===== src/rtl/loopback_ref_fifo.sv =====
// Reference FIFO holding transmitted beats until their looped-back copy arrives.
// Caller guarantees Push only when !Full or Pop, and Pop only when !Empty.
module loopback_ref_fifo #(
  parameter int DATA_W = 1,
  parameter int DEPTH  = 32
) (
  input  logic              Clk,
  input  logic              Reset_n,
  input  logic              Clear,
  input  logic              Push,
  input  logic              Pop,
  input  logic [DATA_W-1:0] Wdata,
  output logic [DATA_W-1:0] Rdata,
  output logic              Full,
  output logic              Empty
);

  localparam int AW    = $clog2(DEPTH);
  localparam int CNT_W = AW + 1;

  logic [DATA_W-1:0] mem [DEPTH];
  logic [AW-1:0]     wr_ptr;
  logic [AW-1:0]     rd_ptr;
  logic [CNT_W-1:0]  count;

  // Pointers wrap naturally because DEPTH is a power of two.
  always_ff @(posedge Clk or negedge Reset_n) begin
    if (!Reset_n) begin
      wr_ptr <= '0;
      rd_ptr <= '0;
      count  <= '0;
    end else if (Clear) begin
      wr_ptr <= '0;
      rd_ptr <= '0;
      count  <= '0;
    end else begin
      if (Push) wr_ptr <= wr_ptr + AW'(1);
      if (Pop)  rd_ptr <= rd_ptr + AW'(1);
      case ({Push, Pop})
        2'b10:   count <= count + CNT_W'(1);
        2'b01:   count <= count - CNT_W'(1);
        default: count <= count;
      endcase
    end
  end

  always_ff @(posedge Clk) begin
    if (Push) mem[wr_ptr] <= Wdata;
  end

  assign Rdata = mem[rd_ptr];
  assign Full  = (count == CNT_W'(DEPTH));
  assign Empty = (count == '0);

endmodule


===== config.mk =====
export PLATFORM = sky130hd
export DESIGN_NAME = loopback_ref_fifo
export DESIGN_NICKNAME = d
export VERILOG_FILES = /design/src/rtl/loopback_ref_fifo.sv
export SDC_FILE = /design/constraint.sdc
export NUM_CORES = 1
export LEC_CHECK = 0
export ABC_AREA = 1
export ABC_CLOCK_PERIOD_IN_PS = 2900
export BUFFER_PORTS_ARGS = -buffer_cell sky130_fd_sc_hd__buf_2
export CAP_MARGIN = 15
export CORE_MARGIN = 4
export CORE_UTILIZATION = 59
export DETAILED_ROUTE_END_ITERATION = 10
export GPL_TIMING_DRIVEN = 0
export PLACE_DENSITY = 0.81
export SYNTH_ARGS = -nofsm -noshare
export SYNTH_HDL_FRONTEND = slang
export SYNTH_SLANG_ARGS = --single-unit

===== constraint.sdc =====
create_clock -name Clk -period 2.9 [get_ports Clk]
set_input_delay 0.58 -clock Clk [delete_from_list [all_inputs] [get_ports Clk]]
set_output_delay 0.58 -clock Clk [all_outputs]
set_load 0.02 [all_outputs]

==> out/qor.csv <==
stage,metric,value,unit
outcome,status,"finished, final reports clean",
die,dieArea,0.00528,mm^2
detailed_routing,drtIter0Drc,192,
clock_network,cts_hold_buf,0,
detailed_routing,vias,1939,
global_route,antenna_found_initial,0,
placement,numPortBuffers,7,
timing,fmax,419,MHz
die,core.rowCount,23,
timing,slew_headroom,0.675,
timing,setup_ws,512,ps
synthesis,syn_avg_cell_area,8.81,um^2
final_layout,n_fill_cell,343,
pwr,clkPwrFrac,0.273,
critical_path,crit_type,reg -> out,
final_layout,final_cells,345,
die,start_util,0.612,
detailed_routing,ant_nets,0,
synthesis,yosysWarnings,0,
die,io_pins,9,
final_layout,area_growth,7.20,%
synthesis,ys_ff_latch,48,
global_route,grt_max_degree,33,
synthesis,yosysMostFrequentCell,nor2_1,
critical_path,r2r_end,mem[31],
timing,timing.hold.ws,183,ps
synthesis,synth_nets,294,
clock_network,clock_sinks,48,
clock_network,cts-resized-gates,0,
critical_path,worstPathArrival,1810,ps
pwr,p_switching,0.384,mW
synthesis,syn_inst,280,
final_layout,fin_area,0.00265,mm^2
detailed_routing,wl,4990,um
final_layout,utilization,0.657,
clock_network,clockRootBuffer,clkbuf_8,
pwr,internal_power,0.991,mW
synthesis,synthTopCellsByCount,"nor2_1, nand2_1, edfxtp_1, nand3_1, inv_1",
synthesis,async_flop_share,0.333,
synthesis,synth_top_cell_by_area,edfxtp_1,
die,coreArea,0.00403,mm^2
timing,finalHoldViolCount,0,
timing,period_share,0.823,
synthesis,synth.cell_area,0.00247,mm^2
detailed_routing,first_pass_iters,5,
critical_path,crit_required,2320,ps
synthesis,synth_flop_cell,edfxtp_1,
timing,rsz0062_at_grt,no,
run,drv_cap,0,
clock_network,cts_tree,done,
global_route,grt_pass1_vias,1832,
pwr,pwr-share-seq,0.566,
pwr,swShare,0.279,
synthesis,ys_types,26,
critical_path,r2r_cells,5,
detailed_routing,post_drt_via_cell_ratio,5.62,
hold_path,hold_path.class,in -> async,
timing,setup_tns,0,ps
detailed_routing,wl_per_cell,14.5,um
critical_path,crit_fanout,10,
placement,place_congestion,0.836,
timing,skew,8.85,ps
final_layout,regArea,0.00136,mm^2
pwr,p_comb_frac,0.161,
timing,min_period,2390,ps
pwr,powerDensity,520,mW/mm^2
pwr,power.leakage,1.09,nW
final_layout,drive_above_1_share,0.0949,
placement,place_inst,337,
synthesis,netlist.area_leader.share,0.389,
timing,setup_violations,0,
critical_path,worstReg2RegStart,wr_ptr[0],
critical_path,worst_setup_path_start_kind,flip-flop,
final_layout,insertedDiodeCount,0,
timing,slew_viol_final,0,
synthesis,synth.area.top_cells,"edfxtp_1, dfrtp_1, nor2_1",
die,die_y,72.7,um
clock_network,clk_latency,310,ps
pwr,power,1.38,mW
global_route,track_usage,0.214,
final_layout,fin_nets,308,
pwr,ir_drop,0.330,mV
clock_network,cts_setup_buffers,0,
final_layout,multi_input_area,956,um^2
detailed_routing,drc,0,
placement,dp_slack,853,ps
die,die_width,72.7,um
timing,tightest_slew,488,ps
synthesis,seq_area_frac_synth,0.552,
global_route,grt_overflow,0,
critical_path,worstSetupEndpointType,primary output,
placement,dpl_cell_area,0.00256,mm^2
clock_network,htree_levels,2,
clock_network,clock_path_buffers,2,
clock_network,path_clk_slew,90,ps
placement,hpwl,3660,um
global_route,grt_first_pass_wirelength,8380,um
critical_path,ff2ff_setup_slack,1380,ps
synthesis,synth-edff-count,32,
clock_network,cts_made_buffers,5,
-- power by group through the flow --
stage	logic [mW]	registers, mW	clock network [mW]
after floorplan	0.158	0.786	0
after global placement	0.209	0.791	0
after detailed placement	0.222	0.793	0
after CTS	0.223	0.777	0.373
after global routing	0.250	0.781	0.413
final	0.222	0.778	0.375
-- critical path, cell delays in order, from the launching register on --
cell and delay (ps):
dfrtp_1 370, clkbuf_1 400, o21ai_0 160, o211ai_1 180
nand3_1 90, nand2_1 70, nand2_1 50, inv_1 40
buf_2 150
-- cell type report --
| cell class | instances | share of cell area |
|---|---|---|
| plain buffers | 7 | 0.0184 |
| clock buffers | 6 | 0.0274 |
| clock inverters | 2 | 0.00284 |
| inverters | 27 | 0.0383 |
| multi-input cells | 198 | 0.361 |
| flip-flops and latches | 48 | 0.515 |
| well taps | 50 | 0.0237 |
| repair buffers | 7 | 0.0132 |
-- registers in the layout, indices dropped and copies added (netlist names) --
signal,count
rd_ptr,5
count,6
wr_ptr,5
mem,32
-- how the worst max path moves through the flow --
stage / start / endpoint / slack [ps]
6_report: rd_ptr[1] / Rdata / 510
5_1_grt: rd_ptr[1] / Rdata / 310
4_1_cts: rd_ptr[1] / Rdata / 520
3_5_place_dp: rd_ptr[1] / Rdata / 850
3_3_place_gp: rd_ptr[1] / Rdata / 830
2_1_floorplan: rd_ptr[0] / Rdata / 1080
-- metal layers --
| metal | global-route usage | vias up | routed length [um] |
|---|---|---|---|
| li1 | - | 954 | - |
| met1 | 0.282 | 888 | 2170 |
| met2 | 0.340 | 85 | 2360 |
| met3 | 0.0468 | 12 | 361 |
| met4 | 0.0922 | 0 | 112 |
| met5 | 0 | - | 0 |
-- layout by cell type, fill, tap and decap left out, types with 7 or more instances in the layout --
cell / netlist / layout
nor2_1: 62 / 62
nand2_1: 50 / 50
edfxtp_1: 32 / 32
nand3_1: 25 / 25
inv_1: 21 / 21
dfrtp_1: 16 / 16
o21ai_0: 15 / 15
a21oi_1: 10 / 10
nor3_1: 8 / 8
ha_1: 8 / 8
buf_2: 0 / 7
-- kinds of logic (layout without fill, tap and decap cells) --
group,Yosys count,count (layout),share of synthesized area
simple gates,152,152,0.261
flops,48,48,0.552
compound gates,37,37,0.0821
buf+inv,34,49,0.0609
fa+ha+maj,8,8,0.0406
xor+xnor,1,1,0.00355
(Power assumes the default switching activity.)
